### src/rtl/riscv_core_pkg.sv
// -----------------------------------------------------------------------------
// riscv_core_pkg
// Shared definitions for the multicycle control sequencer:
//   - supported major opcodes (R, I, L, S, SB)
//   - sequencer state encoding (exported on state_out for debug)
//   - default sequential PC increment
//   - opcode legality helper
// -----------------------------------------------------------------------------
package riscv_core_pkg;

   localparam logic [6:0] R_TYPE  = 7'b0110011;
   localparam logic [6:0] I_TYPE  = 7'b0010011;
   localparam logic [6:0] L_TYPE  = 7'b0000011;
   localparam logic [6:0] S_TYPE  = 7'b0100011;
   localparam logic [6:0] SB_TYPE = 7'b1100011;

   localparam int unsigned PC_STEP_DEFAULT = 32'd4;

   typedef enum logic [2:0] {
      FETCH     = 3'd0,
      DECODE    = 3'd1,
      EXECUTE   = 3'd2,
      MEMORY    = 3'd3,
      WRITEBACK = 3'd4,
      PC_UPDATE = 3'd5
   } state_e;

   // True for the opcodes the sequencer knows how to step through.
   function automatic logic is_legal_opcode(input logic [6:0] op);
      logic legal;
      case (op)
         R_TYPE, I_TYPE, L_TYPE, S_TYPE, SB_TYPE: legal = 1'b1;
         default:                                 legal = 1'b0;
      endcase
      return legal;
   endfunction

endpackage

### src/rtl/riscv_control_fsm_if.sv
// -----------------------------------------------------------------------------
// riscv_control_fsm_if
// Bundles every non-clock/reset signal of the sequencer.
//   slave  : sequencer side (takes instruction/ALU/memory status, drives controls)
//   master : environment side (instruction memory, ALU, data memory, regfile)
// Inputs : instr_in, instr_valid_in, alu_result_in, mem_ready_in
// Outputs: pc_out, en_ifetch_out, Opcode/func3/func7, rs1/rs2/rd addresses,
//          imm_out, alu_src_imm_out, en_regread/en_alu/mem_read/mem_write/
//          en_regwrite strobes, wb_sel_mem_out, illegal_instr_out, state_out
// -----------------------------------------------------------------------------
interface riscv_control_fsm_if #(
   parameter int unsigned PC_WIDTH = 32
);
   logic [31:0]         instr_in;
   logic                instr_valid_in;
   logic [31:0]         alu_result_in;
   logic                mem_ready_in;

   logic [PC_WIDTH-1:0] pc_out;
   logic                en_ifetch_out;
   logic [6:0]          Opcode_out;
   logic [2:0]          func3_out;
   logic [6:0]          func7_out;
   logic [4:0]          rs1_addr_out;
   logic [4:0]          rs2_addr_out;
   logic [4:0]          rd_addr_out;
   logic [31:0]         imm_out;
   logic                alu_src_imm_out;
   logic                en_regread_out;
   logic                en_alu_out;
   logic                mem_read_out;
   logic                mem_write_out;
   logic                en_regwrite_out;
   logic                wb_sel_mem_out;
   logic                illegal_instr_out;
   logic [2:0]          state_out;

   modport slave (
      input  instr_in, instr_valid_in, alu_result_in, mem_ready_in,
      output pc_out, en_ifetch_out, Opcode_out, func3_out, func7_out,
             rs1_addr_out, rs2_addr_out, rd_addr_out, imm_out, alu_src_imm_out,
             en_regread_out, en_alu_out, mem_read_out, mem_write_out,
             en_regwrite_out, wb_sel_mem_out, illegal_instr_out, state_out
   );

   modport master (
      output instr_in, instr_valid_in, alu_result_in, mem_ready_in,
      input  pc_out, en_ifetch_out, Opcode_out, func3_out, func7_out,
             rs1_addr_out, rs2_addr_out, rd_addr_out, imm_out, alu_src_imm_out,
             en_regread_out, en_alu_out, mem_read_out, mem_write_out,
             en_regwrite_out, wb_sel_mem_out, illegal_instr_out, state_out
   );
endinterface

### src/rtl/riscv_imm_gen.sv
// -----------------------------------------------------------------------------
// riscv_imm_gen
// Combinational immediate extractor / sign-extender keyed on the opcode.
//   instr_i : raw 32-bit instruction word
//   imm_o   : sign-extended immediate (0 for R-type and unknown opcodes)
// -----------------------------------------------------------------------------
module riscv_imm_gen
   import riscv_core_pkg::*;
(
   input  logic [31:0] instr_i,
   output logic [31:0] imm_o
);
   // rs1/func3 bits never contribute to an immediate in the supported formats
   logic unused_bits_s;
   assign unused_bits_s = ^instr_i[19:12];

   // Select the immediate layout from the opcode.
   always_comb begin
      imm_o = 32'h0000_0000;
      case (instr_i[6:0])
         I_TYPE, L_TYPE: imm_o = {{20{instr_i[31]}}, instr_i[31:20]};
         S_TYPE:         imm_o = {{20{instr_i[31]}}, instr_i[31:25], instr_i[11:7]};
         SB_TYPE:        imm_o = {{19{instr_i[31]}}, instr_i[31], instr_i[7],
                                  instr_i[30:25], instr_i[11:8], 1'b0};
         default:        imm_o = 32'h0000_0000;
      endcase
   end
endmodule

### src/rtl/riscv_control_fsm.sv
// -----------------------------------------------------------------------------
// riscv_control_fsm
// Multicycle instruction sequencer: FETCH -> DECODE -> EXECUTE ->
// [MEMORY] -> [WRITEBACK] -> PC_UPDATE. All outputs are registered; every
// strobe is computed from the next state so it is high exactly while the
// sequencer sits in the state that owns it.
//   Clock              : core clock, rising edge
//   peripheral_reset_n : asynchronous active-low reset
//   bus (slave)        : instruction/ALU/memory inputs, control outputs
// Fields and imm are captured when the instruction is accepted in FETCH and
// held until the next accepted instruction. The PC advances on the edge that
// leaves PC_UPDATE, so it is stable for the whole instruction.
// -----------------------------------------------------------------------------
module riscv_control_fsm
   import riscv_core_pkg::*;
#(
   parameter int unsigned         PC_WIDTH = 32,
   parameter logic [PC_WIDTH-1:0] RESET_PC = {PC_WIDTH{1'b0}},
   parameter int unsigned         PC_STEP  = PC_STEP_DEFAULT
) (
   input logic                Clock,
   input logic                peripheral_reset_n,
   riscv_control_fsm_if.slave bus
);
   state_e              state_q,   state_d;
   logic [PC_WIDTH-1:0] pc_q,      pc_d;
   logic [6:0]          opcode_q,  opcode_d;
   logic [2:0]          func3_q,   func3_d;
   logic [6:0]          func7_q,   func7_d;
   logic [4:0]          rs1_q,     rs1_d;
   logic [4:0]          rs2_q,     rs2_d;
   logic [4:0]          rd_q,      rd_d;
   logic [31:0]         imm_q,     imm_d;
   logic                src_imm_q, src_imm_d;
   logic                taken_q,   taken_d;
   logic                ifetch_q,  ifetch_d;
   logic                regread_q, regread_d;
   logic                alu_q,     alu_d;
   logic                mem_rd_q,  mem_rd_d;
   logic                mem_wr_q,  mem_wr_d;
   logic                regwr_q,   regwr_d;
   logic                wbsel_q,   wbsel_d;
   logic                illegal_q, illegal_d;
   logic [31:0]         imm_gen_s;

   riscv_imm_gen u_imm_gen (
      .instr_i (bus.instr_in),
      .imm_o   (imm_gen_s)
   );

   // Next-state, captured fields, branch decision, PC and registered strobes.
   always_comb begin
      state_d   = state_q;
      pc_d      = pc_q;
      opcode_d  = opcode_q;
      func3_d   = func3_q;
      func7_d   = func7_q;
      rs1_d     = rs1_q;
      rs2_d     = rs2_q;
      rd_d      = rd_q;
      imm_d     = imm_q;
      src_imm_d = src_imm_q;
      taken_d   = taken_q;

      case (state_q)
         FETCH: begin
            if (bus.instr_valid_in) begin
               state_d   = DECODE;
               opcode_d  = bus.instr_in[6:0];
               func3_d   = bus.instr_in[14:12];
               func7_d   = bus.instr_in[31:25];
               rs1_d     = bus.instr_in[19:15];
               rs2_d     = bus.instr_in[24:20];
               rd_d      = bus.instr_in[11:7];
               imm_d     = imm_gen_s;
               src_imm_d = (bus.instr_in[6:0] == I_TYPE) ||
                           (bus.instr_in[6:0] == L_TYPE) ||
                           (bus.instr_in[6:0] == S_TYPE);
            end else begin
               state_d = FETCH;
            end
         end
         DECODE: begin
            // Clear so an illegal instruction (which skips EXECUTE) steps by PC_STEP
            taken_d = 1'b0;
            if (is_legal_opcode(opcode_q)) begin
               state_d = EXECUTE;
            end else begin
               state_d = PC_UPDATE;
            end
         end
         EXECUTE: begin
            case (opcode_q)
               L_TYPE, S_TYPE: state_d = MEMORY;
               SB_TYPE:        state_d = PC_UPDATE;
               default:        state_d = WRITEBACK;
            endcase
            // BEQ compares via XOR (zero means equal); other branches take on non-zero
            if (opcode_q == SB_TYPE) begin
               if (func3_q == 3'b000) begin
                  taken_d = (bus.alu_result_in == 32'h0000_0000);
               end else begin
                  taken_d = (bus.alu_result_in != 32'h0000_0000);
               end
            end else begin
               taken_d = 1'b0;
            end
         end
         MEMORY: begin
            if (bus.mem_ready_in) begin
               if (opcode_q == L_TYPE) begin
                  state_d = WRITEBACK;
               end else begin
                  state_d = PC_UPDATE;
               end
            end else begin
               state_d = MEMORY;
            end
         end
         WRITEBACK: begin
            state_d = PC_UPDATE;
         end
         PC_UPDATE: begin
            state_d = FETCH;
            if (taken_q) begin
               pc_d = pc_q + PC_WIDTH'(imm_q);
            end else begin
               pc_d = pc_q + PC_WIDTH'(PC_STEP);
            end
         end
         default: begin
            state_d = FETCH;
         end
      endcase

      ifetch_d  = (state_d == FETCH);
      regread_d = (state_d == DECODE);
      illegal_d = (state_d == DECODE) && !is_legal_opcode(opcode_d);
      alu_d     = (state_d == EXECUTE);
      mem_rd_d  = (state_d == MEMORY) && (opcode_d == L_TYPE);
      mem_wr_d  = (state_d == MEMORY) && (opcode_d == S_TYPE);
      regwr_d   = (state_d == WRITEBACK) && (rd_d != 5'd0);
      wbsel_d   = (state_d == WRITEBACK) && (opcode_d == L_TYPE);
   end

   // State, PC, field and strobe registers; reset abandons any pending handshake.
   always_ff @(posedge Clock or negedge peripheral_reset_n) begin
      if (!peripheral_reset_n) begin
         state_q   <= FETCH;
         pc_q      <= RESET_PC;
         opcode_q  <= 7'd0;
         func3_q   <= 3'd0;
         func7_q   <= 7'd0;
         rs1_q     <= 5'd0;
         rs2_q     <= 5'd0;
         rd_q      <= 5'd0;
         imm_q     <= 32'h0000_0000;
         src_imm_q <= 1'b0;
         taken_q   <= 1'b0;
         ifetch_q  <= 1'b0;
         regread_q <= 1'b0;
         alu_q     <= 1'b0;
         mem_rd_q  <= 1'b0;
         mem_wr_q  <= 1'b0;
         regwr_q   <= 1'b0;
         wbsel_q   <= 1'b0;
         illegal_q <= 1'b0;
      end else begin
         state_q   <= state_d;
         pc_q      <= pc_d;
         opcode_q  <= opcode_d;
         func3_q   <= func3_d;
         func7_q   <= func7_d;
         rs1_q     <= rs1_d;
         rs2_q     <= rs2_d;
         rd_q      <= rd_d;
         imm_q     <= imm_d;
         src_imm_q <= src_imm_d;
         taken_q   <= taken_d;
         ifetch_q  <= ifetch_d;
         regread_q <= regread_d;
         alu_q     <= alu_d;
         mem_rd_q  <= mem_rd_d;
         mem_wr_q  <= mem_wr_d;
         regwr_q   <= regwr_d;
         wbsel_q   <= wbsel_d;
         illegal_q <= illegal_d;
      end
   end

   assign bus.pc_out            = pc_q;
   assign bus.en_ifetch_out     = ifetch_q;
   assign bus.Opcode_out        = opcode_q;
   assign bus.func3_out         = func3_q;
   assign bus.func7_out         = func7_q;
   assign bus.rs1_addr_out      = rs1_q;
   assign bus.rs2_addr_out      = rs2_q;
   assign bus.rd_addr_out       = rd_q;
   assign bus.imm_out           = imm_q;
   assign bus.alu_src_imm_out   = src_imm_q;
   assign bus.en_regread_out    = regread_q;
   assign bus.en_alu_out        = alu_q;
   assign bus.mem_read_out      = mem_rd_q;
   assign bus.mem_write_out     = mem_wr_q;
   assign bus.en_regwrite_out   = regwr_q;
   assign bus.wb_sel_mem_out    = wbsel_q;
   assign bus.illegal_instr_out = illegal_q;
   assign bus.state_out         = state_q;
endmodule
### src/flat_wrapper.sv
// flat-port wrapper written by rule: the top's interface ports become plain ports
module riscv_control_fsm_flat import riscv_core_pkg::*;
#(
   parameter int unsigned         PC_WIDTH = 32,
   parameter logic [PC_WIDTH-1:0] RESET_PC = {PC_WIDTH{1'b0}},
   parameter int unsigned         PC_STEP  = PC_STEP_DEFAULT
)
  (Clock, peripheral_reset_n, bus_instr_in, bus_instr_valid_in, bus_alu_result_in, bus_mem_ready_in, bus_pc_out, bus_en_ifetch_out, bus_Opcode_out, bus_func3_out, bus_func7_out, bus_rs1_addr_out, bus_rs2_addr_out, bus_rd_addr_out, bus_imm_out, bus_alu_src_imm_out, bus_en_regread_out, bus_en_alu_out, bus_mem_read_out, bus_mem_write_out, bus_en_regwrite_out, bus_wb_sel_mem_out, bus_illegal_instr_out, bus_state_out);
  riscv_control_fsm_if #(.PC_WIDTH(PC_WIDTH)) bus_i ();
  input logic Clock;
  input logic peripheral_reset_n;
  input wire logic [$bits(bus_i.instr_in)-1:0] bus_instr_in;
  input wire logic [$bits(bus_i.instr_valid_in)-1:0] bus_instr_valid_in;
  input wire logic [$bits(bus_i.alu_result_in)-1:0] bus_alu_result_in;
  input wire logic [$bits(bus_i.mem_ready_in)-1:0] bus_mem_ready_in;
  output wire logic [$bits(bus_i.pc_out)-1:0] bus_pc_out;
  output wire logic [$bits(bus_i.en_ifetch_out)-1:0] bus_en_ifetch_out;
  output wire logic [$bits(bus_i.Opcode_out)-1:0] bus_Opcode_out;
  output wire logic [$bits(bus_i.func3_out)-1:0] bus_func3_out;
  output wire logic [$bits(bus_i.func7_out)-1:0] bus_func7_out;
  output wire logic [$bits(bus_i.rs1_addr_out)-1:0] bus_rs1_addr_out;
  output wire logic [$bits(bus_i.rs2_addr_out)-1:0] bus_rs2_addr_out;
  output wire logic [$bits(bus_i.rd_addr_out)-1:0] bus_rd_addr_out;
  output wire logic [$bits(bus_i.imm_out)-1:0] bus_imm_out;
  output wire logic [$bits(bus_i.alu_src_imm_out)-1:0] bus_alu_src_imm_out;
  output wire logic [$bits(bus_i.en_regread_out)-1:0] bus_en_regread_out;
  output wire logic [$bits(bus_i.en_alu_out)-1:0] bus_en_alu_out;
  output wire logic [$bits(bus_i.mem_read_out)-1:0] bus_mem_read_out;
  output wire logic [$bits(bus_i.mem_write_out)-1:0] bus_mem_write_out;
  output wire logic [$bits(bus_i.en_regwrite_out)-1:0] bus_en_regwrite_out;
  output wire logic [$bits(bus_i.wb_sel_mem_out)-1:0] bus_wb_sel_mem_out;
  output wire logic [$bits(bus_i.illegal_instr_out)-1:0] bus_illegal_instr_out;
  output wire logic [$bits(bus_i.state_out)-1:0] bus_state_out;
  assign bus_i.instr_in = bus_instr_in;
  assign bus_i.instr_valid_in = bus_instr_valid_in;
  assign bus_i.alu_result_in = bus_alu_result_in;
  assign bus_i.mem_ready_in = bus_mem_ready_in;
  assign bus_pc_out = bus_i.pc_out;
  assign bus_en_ifetch_out = bus_i.en_ifetch_out;
  assign bus_Opcode_out = bus_i.Opcode_out;
  assign bus_func3_out = bus_i.func3_out;
  assign bus_func7_out = bus_i.func7_out;
  assign bus_rs1_addr_out = bus_i.rs1_addr_out;
  assign bus_rs2_addr_out = bus_i.rs2_addr_out;
  assign bus_rd_addr_out = bus_i.rd_addr_out;
  assign bus_imm_out = bus_i.imm_out;
  assign bus_alu_src_imm_out = bus_i.alu_src_imm_out;
  assign bus_en_regread_out = bus_i.en_regread_out;
  assign bus_en_alu_out = bus_i.en_alu_out;
  assign bus_mem_read_out = bus_i.mem_read_out;
  assign bus_mem_write_out = bus_i.mem_write_out;
  assign bus_en_regwrite_out = bus_i.en_regwrite_out;
  assign bus_wb_sel_mem_out = bus_i.wb_sel_mem_out;
  assign bus_illegal_instr_out = bus_i.illegal_instr_out;
  assign bus_state_out = bus_i.state_out;
  riscv_control_fsm #(.PC_WIDTH(PC_WIDTH), .RESET_PC(RESET_PC), .PC_STEP(PC_STEP)) u_core (.Clock(Clock), .peripheral_reset_n(peripheral_reset_n), .bus(bus_i));
endmodule
### config.mk
export PLATFORM = sky130hd
export DESIGN_NAME = riscv_control_fsm_flat
export DESIGN_NICKNAME = d
export VERILOG_FILES = /design/src/rtl/riscv_core_pkg.sv /design/src/rtl/riscv_control_fsm_if.sv /design/src/rtl/riscv_imm_gen.sv /design/src/rtl/riscv_control_fsm.sv /design/src/flat_wrapper.sv
export SDC_FILE = /design/constraint.sdc
export NUM_CORES = 1
export LEC_CHECK = 0
export ABC_CLOCK_PERIOD_IN_PS = 3500
export BUFFER_PORTS_ARGS = -buffer_cell sky130_fd_sc_hd__buf_2
export CAP_MARGIN = 5
export CORE_MARGIN = 10
export CORE_UTILIZATION = 48
export CTS_CLUSTER_SIZE = 40
export DETAILED_ROUTE_END_ITERATION = 10
export PLACE_DENSITY = 0.77
export SLEW_MARGIN = 30
export SYNTH_ARGS = -nofsm -noshare
export SYNTH_HDL_FRONTEND = slang
export SYNTH_SLANG_ARGS = --single-unit
### constraint.sdc
create_clock -name Clock -period 3.5 [get_ports Clock]
set_clock_uncertainty 0.2 [all_clocks]
set_input_delay 0.7 -clock Clock [delete_from_list [all_inputs] [get_ports Clock]]
set_output_delay 0.7 -clock Clock [all_outputs]
set_load 0.05 [all_outputs]
### Yosys cells after proc, flatten, opt, wreduce, memory -nomap -nowiden

Index checks and enable logic that the tools add are counted.

| cells by class | value |
|---|---|
| $add $sub $neg | 2 |
| equal/unequal tests | 23 |
| muxes and demuxes | 18 |
| reduce and logical (&&, ||, !) cells | 20 |

Operators by type and width:

| cell | count |
|---|---|
| 32-bit case mux with 3 select lines | 1 |
| 7-bit by 6-bit == test with 1-bit output, second input constant | 5 |
| 32-bit by 3-bit adder with 32-bit output, second input constant | 1 |
| 32-bit adder | 1 |
| 32-bit zero test | 1 |
| 32-bit 2-to-1 mux | 1 |
| 32-bit nonzero test | 1 |
| 7-bit by 2-bit == test with 1-bit output, second input constant | 3 |
| 7-bit by 5-bit == test with 1-bit output, second input constant | 3 |
| 7-bit == test, second input constant | 3 |
| 3-bit case mux with 5 select lines | 1 |
| 7-bit 2-to-1 mux | 2 |
| 3-bit by 2-bit == test with 1-bit output, second input constant | 4 |
| 5-bit 2-to-1 mux | 2 |
| 5-bit OR reduction | 2 |
| 3-bit == test, second input constant | 3 |
| 3-bit zero test | 3 |
| 1-bit 2-to-1 mux | 7 |
| 3-bit by 1-bit == test with 1-bit output, second input constant | 2 |
| 3-bit 2-to-1 mux | 2 |
| 3-bit case mux with 2 select lines | 1 |
| 1-bit logical AND | 5 |
| 5-bit nonzero test | 1 |
| 2-bit OR reduction | 2 |
| other kinds (5) | 6 |

| storage, ports and cells | value |
|---|---|
| register bits after elaboration | 109 |
| input bits | 68 |
| word-level logic and storage cells | 82 |

### Longest topological paths before layout

Gate-level depths: netlist of the first run.

| logic depth | value |
|---|---|
| depth in word-level cells | 8 |
| mapped depth | 10 |

### Cells and area by module

Synthesis of the first run repeated with hierarchy kept, for this count alone.

| second synthesis, totals | value |
|---|---|
| cells, all modules | 791 |
| area total of the unflattened synthesis | 7502.2 um^2 |

Modules (own cells, without submodules):

| module | instances | cells an instance | area an instance (um^2) | seq. area each (um^2) |
|---|---|---|---|---|
| riscv_control_fsm | 1 | 743 | 7141.8 | 2727.6 |
| riscv_imm_gen | 1 | 48 | 360.3 | 0.0 |

### Least setup slack after synthesis of the first run

OpenSTA, ideal clock, no wires.

| timing path | value |
|---|---|
| kind | flip-flop to flip-flop |
| start | register, netlist name u_core.bus.imm_out[30] |
| end | register u_core.pc_q[29], in the netlist u_core.bus.pc_out[29] |
| setup time | 0.077 ns |
| arrival | 3.458 ns |
| slack | -0.235 ns |
| stages on the path, launching flop included | 11 |
| buffers on the path | 1 |
| path through | dfrtp_1 > ha_1 > buf_6 > a21oi_1 > o21a_1 > a21oi_1 > a2111oi_2 > o21ai_1 > a41oi_1 > mux2_1 > o21ai_1 |

RTL lines:

| item | line | source |
|---|---|---|
| to (signal assigned) | riscv_control_fsm.sv:170 | `pc_q <= pc_d;` |
| to (decl) | riscv_control_fsm.sv:26 | `logic [PC_WIDTH-1:0] pc_q, pc_d;` |

==> insert_results.sql, run 1 <==
INSERT INTO impl_metrics (metric_group, metric, value, unit) VALUES
('status', 'outcome', 'complete, no violations', ''),
('global_routing', 'global_route_wire_length_before_repair', '30700', 'um'),
('final_layout', 'area_growth', '18.8', '%'),
('final_layout', 'fillers', '1197', ''),
('logic_synthesis', 'postSynth.asyncResetShare', '1.00', ''),
('floorplan', 'initial_core_util', '0.495', ''),
('final_layout', 'count_of_nets_after_finishing', '1007', ''),
('logic_synthesis', 'synth.distinct_cells', '70', ''),
('place', 'dp_hpwl', '14600', 'um'),
('clock_tree', 'htree_num_levels', '3', ''),
('clock_tree', 'clk_latency', '0.36', 'ns'),
('floorplan', 'cell_rows', '41', ''),
('floorplan', 'floorplan.die_area', '0.0181', 'mm^2'),
('detailed_routing', 'antenna_left', '0', ''),
('final_layout', 'layout_cells_sized_above_1', '0.248', ''),
('logic_synthesis', 'synth.ff_latch_count', '90', ''),
('sta', 'timing.final.crit_period', '3.14', 'ns'),
('setup_path', 'reg2reg_to', 'u_core.bus.pc_out[29]', ''),
('place', 'portBuffers', '175', ''),
('detailed_routing', 'drt_iter0_markers', '408', ''),
('sta', 'final.period_utilization', '0.898', ''),
('setup_path', 'rrSetupSlack', '0.36', 'ns'),
('logic_synthesis', 'post_synth.cell_area_avg', '8.26', 'um^2'),
('logic_synthesis', 'netlist_area', '0.00630', 'mm^2'),
('logic_synthesis', 'synthesis.yosys.warnings', '0', ''),
('final_layout', 'antenna_cell_count', '0', ''),
('setup_path', 'rr_startpoint', 'u_core.bus.imm_out[30]', ''),
('logic_synthesis', 'synth-edff-count', '0', ''),
('sta', 'finalMaxSlewViolations', '0', ''),
('global_routing', 'grt_use_total', '0.205', ''),
('clock_tree', 'tritoncts.num_buffers', '9', ''),
('setup_path', 'critical_path_peak_fanout', '12', ''),
('detailed_routing', 'drt-wirelength-per-cell', '17.4', 'um'),
('logic_synthesis', 'synth_xor_xnor_area_share', '0.0403', ''),
('detailed_routing', 'remaining_drc_errors', '0', ''),
('floorplan', 'io_pins', '176', ''),
('clock_tree', 'tritoncts', 'yes', ''),
('place', 'place.gp.congestion', '0.905', ''),
('power_and_ir_drop', 'power.density_cell_area', '834', 'mW/mm^2'),
('logic_synthesis', 'synth-simple-area-share', '0.237', ''),
('setup_path', 'launch_point_of_the_critical_path', 'u_core.bus.imm_out[30]', ''),
('sta', 'rsz0062_at_grt', 'no', ''),
('clock_tree', 'holdBufCountCts', '0', ''),
('detailed_routing', 'avgViaCountPerCell', '5.70', ''),
('final_layout', 'final-instance-count-excl-fill', '1083', ''),
('logic_synthesis', 'synth_compound_gate_area_share', '0.215', ''),
('clock_tree', 'clock_tree.buffer_depth', '2', ''),
('setup_path', 'reg2regPathDepth', '9', ''),
('logic_synthesis', 'synth.area.mux_share', '0.0252', ''),
('final_layout', 'finalInstanceArea', '0.00748', 'mm^2'),
('setup_path', 'worst-endpoint-arrival', '3.23', 'ns'),
('clock_tree', 'cts-root-buf', 'sky130_fd_sc_hd__clkbuf_16', ''),
('floorplan', 'die_h', '135', 'um'),
('min_path', 'worstHoldPathType', 'in -> async', ''),
('global_routing', 'grt.overflow.total', '0', ''),
('logic_synthesis', 'mappedNetlistNets', '863', ''),
('global_routing', 'maximum_number_of_pins_on_one_net_before_global_route_repair', '51', ''),
('floorplan', 'placeableCoreArea', '0.0127', 'mm^2'),
('sta', 'max_slew_margin', '0.555', ''),
('setup_path', 'critical_path_class', 'reg -> reg', ''),
('floorplan', 'die_width', '135', 'um'),
('sta', 'final-hold-violation-count', '0', ''),
('setup_path', 'critPathCaptureType', 'flop', ''),
('logic_synthesis', 'synth_top_area_cell', 'sky130_fd_sc_hd__dfrtp_1', ''),
('detailed_routing', 'dr.pass1.iters', '5', ''),
('sta', 'achievable-frequency', '318', 'MHz'),
('detailed_routing', 'route.vias.total', '6168', ''),
('clock_tree', 'clock_transition_time_at_the_flip_flop_clock_pins_of_the_worst_setup_and_hold_paths', '0.07', 'ns'),
('global_routing', 'first_global_vias', '6120', ''),
('setup_path', 'timing.critical_path.from_type', 'flop', ''),
('place', 'area_after_dpl', '0.00717', 'mm^2');
-- area by class of cell --
cell class              count  area (um^2)  share of cell area
well taps                 172          215              0.0288
inverters                  13         48.8             0.00652
multi-input cells         604         3680               0.492
repair buffers            188          976               0.130
clock buffers               9          225              0.0301
clock inverters             7         82.6              0.0110
flip-flops and latches     90         2250               0.301
-- synthesized netlist by cell type (9+ instances only) --
cell type	count
sky130_fd_sc_hd__nor4_1	12
sky130_fd_sc_hd__inv_1	12
sky130_fd_sc_hd__nand2_1	142
sky130_fd_sc_hd__clkbuf_1	21
sky130_fd_sc_hd__nand4_1	18
sky130_fd_sc_hd__nor2_1	73
sky130_fd_sc_hd__xnor2_1	16
sky130_fd_sc_hd__buf_4	22
sky130_fd_sc_hd__a22oi_1	9
sky130_fd_sc_hd__nor2b_1	9
sky130_fd_sc_hd__dfrtp_1	90
sky130_fd_sc_hd__and3_1	11
sky130_fd_sc_hd__nor3_1	17
sky130_fd_sc_hd__o21ai_0	46
sky130_fd_sc_hd__o211ai_1	9
sky130_fd_sc_hd__a21o_1	15
sky130_fd_sc_hd__nand3_1	16
sky130_fd_sc_hd__xor2_1	13
sky130_fd_sc_hd__a21oi_1	46
sky130_fd_sc_hd__ha_1	32
sky130_fd_sc_hd__a31oi_1	15
-- state kept, by name, indices dropped and copies added (netlist names) --
| register | cells |
|---|---|
| u_core.bus.Opcode_out | 7 |
| u_core.bus.alu_src_imm_out | 1 |
| u_core.bus.en_alu_out | 1 |
| u_core.bus.en_ifetch_out | 1 |
| u_core.bus.en_regread_out | 1 |
| u_core.bus.en_regwrite_out | 1 |
| u_core.bus.func3_out | 3 |
| u_core.bus.func7_out | 7 |
| u_core.bus.illegal_instr_out | 1 |
| u_core.bus.imm_out | 13 |
| u_core.bus.mem_read_out | 1 |
| u_core.bus.mem_write_out | 1 |
| u_core.bus.pc_out | 32 |
| u_core.bus.rd_addr_out | 5 |
| u_core.bus.rs1_addr_out | 5 |
| u_core.bus.rs2_addr_out | 5 |
| u_core.bus.state_out | 3 |
| u_core.bus.wb_sel_mem_out | 1 |
| u_core.taken_q | 1 |
-- routing by layer --
metal,part of all wire,GRT usage,up-vias,wire length [um]
met5,0,0,-,0
met4,0.016,0.0562,0,301
met3,0.090,0.0794,24,1690
met2,0.48,0.341,230,9010
met1,0.41,0.241,2898,7800
li1,-,-,3016,-
-- through the flow --
stage                util  setup WS, ns  hold slack (ns)  power, mW
CTS                 0.588         0.395            0.165       6.27
global placement    0.564         0.493            0.255       5.18
detailed placement  0.564         0.417            0.257       5.24
finish              0.588         0.358            0.152       6.24
floorplan               -         0.239            0.204       4.36
global route        0.588         0.184            0.183       6.62
-- how the worst max path moves through the flow --
stage / end / slack, ns / cells past startpoint
after CTS: u_core.bus.pc_out[29] / 0.39 / 9
after global routing: u_core.bus.pc_out[26] / 0.18 / 10
after detailed placement: u_core.bus.pc_out[29] / 0.42 / 9
after global placement: u_core.bus.pc_out[29] / 0.49 / 9
final: u_core.bus.pc_out[29] / 0.36 / 9
after floorplan: u_core.bus.pc_out[29] / 0.24 / 10
-- power by group --
group,switching [mW],internal (mW)
clock network,0.453,0.567
logic,2.53,0.891
registers,0.399,1.40
-- layout by cell type (no fill, tap or decap), types with 11 or more instances in the layout --
cell type,synthesis,routed
sky130_fd_sc_hd__a21o_1,15,15
sky130_fd_sc_hd__a21oi_1,46,46
sky130_fd_sc_hd__a31oi_1,15,15
sky130_fd_sc_hd__and3_1,11,11
sky130_fd_sc_hd__buf_2,3,174
sky130_fd_sc_hd__buf_4,22,14
sky130_fd_sc_hd__dfrtp_1,90,88
sky130_fd_sc_hd__ha_1,32,32
sky130_fd_sc_hd__inv_1,12,12
sky130_fd_sc_hd__nand2_1,142,142
sky130_fd_sc_hd__nand3_1,16,16
sky130_fd_sc_hd__nand4_1,18,18
sky130_fd_sc_hd__nor2_1,73,73
sky130_fd_sc_hd__nor3_1,17,17
sky130_fd_sc_hd__nor4_1,12,12
sky130_fd_sc_hd__o21ai_0,46,46
sky130_fd_sc_hd__xnor2_1,16,16
sky130_fd_sc_hd__xor2_1,13,13
-- critical path, cell delays in order (launching register included) --
cell,delay [ns]
sky130_fd_sc_hd__dfrtp_2,0.51
sky130_fd_sc_hd__ha_1,0.43
sky130_fd_sc_hd__a21oi_1,0.23
sky130_fd_sc_hd__o21a_1,0.20
sky130_fd_sc_hd__a21oi_1,0.09
sky130_fd_sc_hd__a2111oi_2,0.55
sky130_fd_sc_hd__o21ai_1,0.16
sky130_fd_sc_hd__a41oi_1,0.24
sky130_fd_sc_hd__mux2_1,0.35
sky130_fd_sc_hd__o21ai_1,0.11
-- logic make-up after synthesis --
logic type	count (synthesis)
AO/OA/AOI/OAI	202
XOR/XNOR	29
AND/OR/NAND/NOR	325
buffers and inverters	68
flip-flops	90
multiplexers	15
adder cells (fa/ha/maj)	33
No activity file was read; power rests on OpenSTA's default activity.
==> inputs of run 2 (changes only) <==
--- a/config.mk
+++ b/config.mk
@@ -5,15 +5,17 @@
 export SDC_FILE = /design/constraint.sdc
 export NUM_CORES = 1
 export LEC_CHECK = 0
+export ABC_AREA = 1
 export ABC_CLOCK_PERIOD_IN_PS = 3500
 export BUFFER_PORTS_ARGS = -buffer_cell sky130_fd_sc_hd__buf_2
 export CAP_MARGIN = 5
 export CORE_MARGIN = 10
-export CORE_UTILIZATION = 48
+export CORE_UTILIZATION = 50
 export CTS_CLUSTER_SIZE = 40
 export DETAILED_ROUTE_END_ITERATION = 10
-export PLACE_DENSITY = 0.77
+export PLACE_DENSITY = 0.78
 export SLEW_MARGIN = 30
 export SYNTH_ARGS = -nofsm -noshare
 export SYNTH_HDL_FRONTEND = slang
 export SYNTH_SLANG_ARGS = --single-unit
+export TNS_END_PERCENT = 100
==> run 2 against run 1 <==
  * Total power rose by 27%
  * Largest power group unchanged
  * Worst hold slack got worse by 0.021 ns
  * Sequential cell count did not move
  * Critical path depth did not move
  * Cell count rose by 34%
  * Sequential power rose by 3%
  * Count of clock-buffer cells in the layout did not move
  * Maximum frequency rose by 20%
==> insert_results.sql, run 2 <==
INSERT INTO impl_metrics (metric_group, metric, value, unit) VALUES
('logic_synthesis', 'ys_seq_area_frac', '0.313', ''),
('sta', 'tns', '0', 'ns'),
('global_routing', 'maximum_number_of_pins_on_one_net_before_global_route_repair', '51', ''),
('detailed_routing', 'remaining_drc_errors', '0', ''),
('clock_tree', 'postCtsSetupRepairBufs', '0', ''),
('detailed_routing', 'drt_wl_total', '24000', 'um'),
('clock_tree', 'cts-root-buf', 'sky130_fd_sc_hd__clkbuf_16', ''),
('logic_synthesis', 'gate_count_of_the_mapped_netlist', '1111', ''),
('final_layout', 'largest_register_ffs', '32', ''),
('power_and_ir_drop', 'vdd_drop_max', '0.500', 'mV'),
('clock_tree', 'clock_transition_time_at_the_flip_flop_clock_pins_of_the_worst_setup_and_hold_paths', '0.07', 'ns'),
('setup_path', 'worst-endpoint-arrival', '2.63', 'ns'),
('logic_synthesis', 'synth_top_family_by_area', 'simple AND/OR/NAND/NOR gates', ''),
('floorplan', 'placeableCoreArea', '0.0140', 'mm^2'),
('detailed_routing', 'drt-wirelength-per-cell', '16.6', 'um'),
('sta', 'finalMaxSlewViolations', '0', ''),
('logic_synthesis', 'synth_compound_gate_area_share', '0.110', ''),
('sta', 'timing.final.crit_period', '2.62', 'ns'),
('global_routing', 'grt_use_total', '0.236', ''),
('floorplan', 'io_pins', '176', ''),
('final_layout', 'fillers', '1350', ''),
('power_and_ir_drop', 'power_frac_clock', '0.129', ''),
('logic_synthesis', 'synth.distinct_cells', '46', ''),
('final_layout', 'final_cell_mix', 'sky130_fd_sc_hd__nand2_1 (354), sky130_fd_sc_hd__buf_2 (174), sky130_fd_sc_hd__inv_1 (158)', ''),
('global_routing', 'first_global_vias', '7320', ''),
('power_and_ir_drop', 'combPwrFrac', '0.638', ''),
('detailed_routing', 'avgViaCountPerCell', '5.42', ''),
('logic_synthesis', 'synth.ff_latch_count', '90', ''),
('setup_path', 'launch_point_of_the_critical_path', 'u_core.bus.imm_out[30]', ''),
('logic_synthesis', 'mappedNetlistNets', '1212', ''),
('setup_path', 'rr_startpoint', 'u_core.bus.imm_out[30]', ''),
('power_and_ir_drop', 'leakagePower', '4.83', 'nW'),
('setup_path', 'cpPeakStageDelay', '0.72', 'ns'),
('power_and_ir_drop', 'power.density_cell_area', '941', 'mW/mm^2'),
('clock_tree', 'cts_num_sinks', '90', ''),
('sta', 'achievable-frequency', '382', 'MHz'),
('setup_path', 'crit_buf_inv', '2', ''),
('status', 'outcome', 'complete, no violations', ''),
('place', 'place.gp.congestion', '1.01', ''),
('global_routing', 'grt.overflow.total', '0', ''),
('detailed_routing', 'drt_iter0_markers', '851', ''),
('logic_synthesis', 'synthesis.yosys.warnings', '0', ''),
('clock_tree', 'tritoncts', 'yes', ''),
('logic_synthesis', 'synth-simple-area-share', '0.372', ''),
('setup_path', 'highest_delay_cell_along_the_critical_path', 'sky130_fd_sc_hd__dfrtp_2', ''),
('logic_synthesis', 'ys.flop_type', 'sky130_fd_sc_hd__dfrtp_1', ''),
('logic_synthesis', 'yosysMostFrequentCell', 'sky130_fd_sc_hd__nand2_1', ''),
('setup_path', 'critPathTopFamily', 'flip-flops', ''),
('floorplan', 'floorplan.die_area', '0.0196', 'mm^2'),
('setup_path', 'reg2regPathDepth', '9', ''),
('clock_tree', 'clk_latency', '0.36', 'ns'),
('final_layout', 'antenna_cell_count', '0', ''),
('final_layout', 'core_occupancy_in_the_finished_layout', '0.603', ''),
('logic_synthesis', 'synth_xor_xnor_area_share', '0.0195', ''),
('logic_synthesis', 'synth_top_area_cell', 'sky130_fd_sc_hd__dfrtp_1', ''),
('logic_synthesis', 'ys_top_cells_by_count', 'sky130_fd_sc_hd__nand2_1 (354), sky130_fd_sc_hd__inv_1 (158), sky130_fd_sc_hd__nor2_1 (115)', ''),
('logic_synthesis', 'netlist_area', '0.00719', 'mm^2'),
('setup_path', 'worstSetupPathDepth', '9', ''),
('clock_tree', 'tritoncts.num_buffers', '9', ''),
('setup_path', 'reg2reg_to', 'u_core.bus.pc_out[15]', ''),
('floorplan', 'cell_rows', '43', ''),
('final_layout', 'area_growth', '17.3', '%'),
('sta', 'max_slew_margin', '0.430', ''),
('logic_synthesis', 'postSynth.asyncResetShare', '1.00', ''),
('detailed_routing', 'route.vias.total', '7854', ''),
('power_and_ir_drop', 'switching_power', '4.69', 'mW'),
('floorplan', 'die_h', '140', 'um'),
('setup_path', 'cp_common_cell', 'sky130_fd_sc_hd__nand2_1', ''),
('logic_synthesis', 'synth.area.mux_share', '0.00313', ''),
('power_and_ir_drop', 'power_switching_share', '0.591', ''),
('logic_synthesis', 'synth-adder-area-share', '0.0585', ''),
('final_layout', 'layout_cells_sized_above_1', '0.193', ''),
('sta', 'hold_slack', '0.131', 'ns'),
('clock_tree', 'post_cts_resize_count', '0', ''),
('setup_path', 'crit_chain', 'ha_1, nand2_1, inv_1, nand2_1, inv_1, a21oi_1, nand2_1, o21ai_0, a22oi_1', ''),
('logic_synthesis', 'synthDominantCellAreaShare', '0.313', ''),
('sta', 'rsz0062_at_grt', 'no', ''),
('global_routing', 'number_of_antenna_violations_at_the_first_check_in_global_routing', '1', ''),
('place', 'dp_hpwl', '19000', 'um'),
('sta', 'final.period_utilization', '0.748', ''),
('clock_tree', 'holdBufCountCts', '0', ''),
('job', 'total_of_max_cap_violations', '0', ''),
('logic_synthesis', 'synthTopCellsByArea', 'sky130_fd_sc_hd__dfrtp_1 (31%), sky130_fd_sc_hd__nand2_1 (18%), sky130_fd_sc_hd__inv_1 (8.2%), sky130_fd_sc_hd__nor2_1 (6.0%), sky130_fd_sc_hd__ha_1 (5.6%)', ''),
('logic_synthesis', 'post_synth.cell_area_avg', '6.47', 'um^2'),
('sta', 'final-hold-violation-count', '0', ''),
('logic_synthesis', 'synth-edff-count', '0', ''),
('floorplan', 'die_width', '140', 'um'),
('final_layout', 'count_of_nets_after_finishing', '1366', ''),
('place', 'portBuffers', '175', ''),
('detailed_routing', 'antenna_left', '0', ''),
('detailed_routing', 'dr.pass1.iters', '5', ''),
('sta', 'setup_viol_count_final', '0', ''),
('setup_path', 'rrSetupSlack', '0.88', 'ns'),
('floorplan', 'initial_core_util', '0.514', ''),
('setup_path', 'critical_path_class', 'reg -> reg', ''),
('sta', 'worst_slew_pin_slew', '0.854', 'ns'),
('final_layout', 'final_common_cell', 'sky130_fd_sc_hd__nand2_1', ''),
('power_and_ir_drop', 'pint', '3.24', 'mW'),
('clock_tree', 'htree_num_levels', '3', ''),
('global_routing', 'global_route_wire_length_before_repair', '38000', 'um'),
('power_and_ir_drop', 'p_seq_frac', '0.233', ''),
('setup_path', 'timing.critical_path.from_type', 'flop', ''),
('min_path', 'worstHoldPathType', 'in -> async', ''),
('clock_tree', 'clock_tree.buffer_depth', '2', ''),
('setup_path', 'crit_required', '3.51', 'ns'),
('setup_path', 'critical_path_peak_fanout', '23', ''),
('setup_path', 'critPathCaptureType', 'flop', '');
-- run 2: cell types whose count changed after synthesis, moves of 9 or more --
cell                       previous run  this run
sky130_fd_sc_hd__nor4_1              12         3
sky130_fd_sc_hd__a21oi_1             46        58
sky130_fd_sc_hd__nor2_1              73       115
sky130_fd_sc_hd__and3_1              11         0
sky130_fd_sc_hd__inv_2                0        12
sky130_fd_sc_hd__xnor2_1             16         2
sky130_fd_sc_hd__a21o_1              15         0
sky130_fd_sc_hd__nand3_1             16        70
sky130_fd_sc_hd__inv_1               12       158
sky130_fd_sc_hd__clkbuf_1            21         7
sky130_fd_sc_hd__nand2_1            142       354
sky130_fd_sc_hd__nor2b_1              9         0
-- run 2: cell families (layout without fill, tap and decap cells) --
group / after synthesis / in the layout
mux: 2 / 2
simple gates: 617 / 617
compound gates: 143 / 143
buf+inv: 210 / 369
fa+ha+maj: 33 / 33
flops: 90 / 90
xor+xnor: 16 / 16
-- run 2: power groups by stage --
stage          clock (mW)  combinational [mW]  sequential [mW]
2_1_floorplan           0                2.59             2.98
3_3_place_gp            0                4.94             1.83
3_5_place_dp            0                4.98             1.84
4_1_cts              1.04                5.00             1.83
5_1_grt              1.08                5.53             1.89
6_report             1.03                5.06             1.85
-- run 2: worst max-delay path by stage --
stage	slack [ns]	end
2_1_floorplan	0.61	u_core.bus.pc_out[31]
3_3_place_gp	0.72	u_core.bus.pc_out[28]
3_5_place_dp	0.69	u_core.bus.pc_out[15]
4_1_cts	0.61	bus_imm_out[27]
5_1_grt	0.73	u_core.bus.pc_out[15]
6_report	0.88	u_core.bus.pc_out[15]
-- run 2: per-stage QoR --
| step | setup slack (ns) | power [mW] | cells | instance area [um^2] |
|---|---|---|---|---|
| after floorplan | 0.611 | 5.57 | 1111 | 7190 |
| after global placement | 0.724 | 6.78 | 1434 | 8120 |
| after detailed placement | 0.686 | 6.83 | 1434 | 8120 |
| after CTS | 0.605 | 7.87 | 1450 | 8440 |
| after global routing | 0.732 | 8.50 | 1450 | 8440 |
| final | 0.881 | 7.94 | 1450 | 8440 |
-- run 2: layout make-up --
class,count,area [um^2],area share
Tap cell,180,225,0.0267
Timing Repair Buffer,182,943,0.112
Inverter,171,642,0.0761
Clock buffer,9,225,0.0267
Sequential cell,90,2250,0.267
Multi-Input combinational cell,811,4060,0.481
Clock inverter,7,86.3,0.0102
-- run 2: worst reg2reg max path, cell delays in order, from the launching register on --
cell and delay, ns:
sky130_fd_sc_hd__dfrtp_2 0.72, sky130_fd_sc_hd__ha_1 0.38, sky130_fd_sc_hd__nand2_1 0.13, sky130_fd_sc_hd__inv_1 0.06, sky130_fd_sc_hd__nand2_1 0.11, sky130_fd_sc_hd__inv_1 0.07, sky130_fd_sc_hd__a21oi_1 0.16, sky130_fd_sc_hd__nand2_1 0.17
sky130_fd_sc_hd__o21ai_0 0.37, sky130_fd_sc_hd__a22oi_1 0.11
-- run 2: routing by layer --
layer,GRT usage,routed length (um),part of all wire,vias up
met2,0.388,11300,0.47,372
met3,0.0554,2250,0.094,47
met5,0,15,0.00062,-
met4,0.0696,479,0.020,2
li1,-,-,-,3836
met1,0.302,9930,0.41,3597
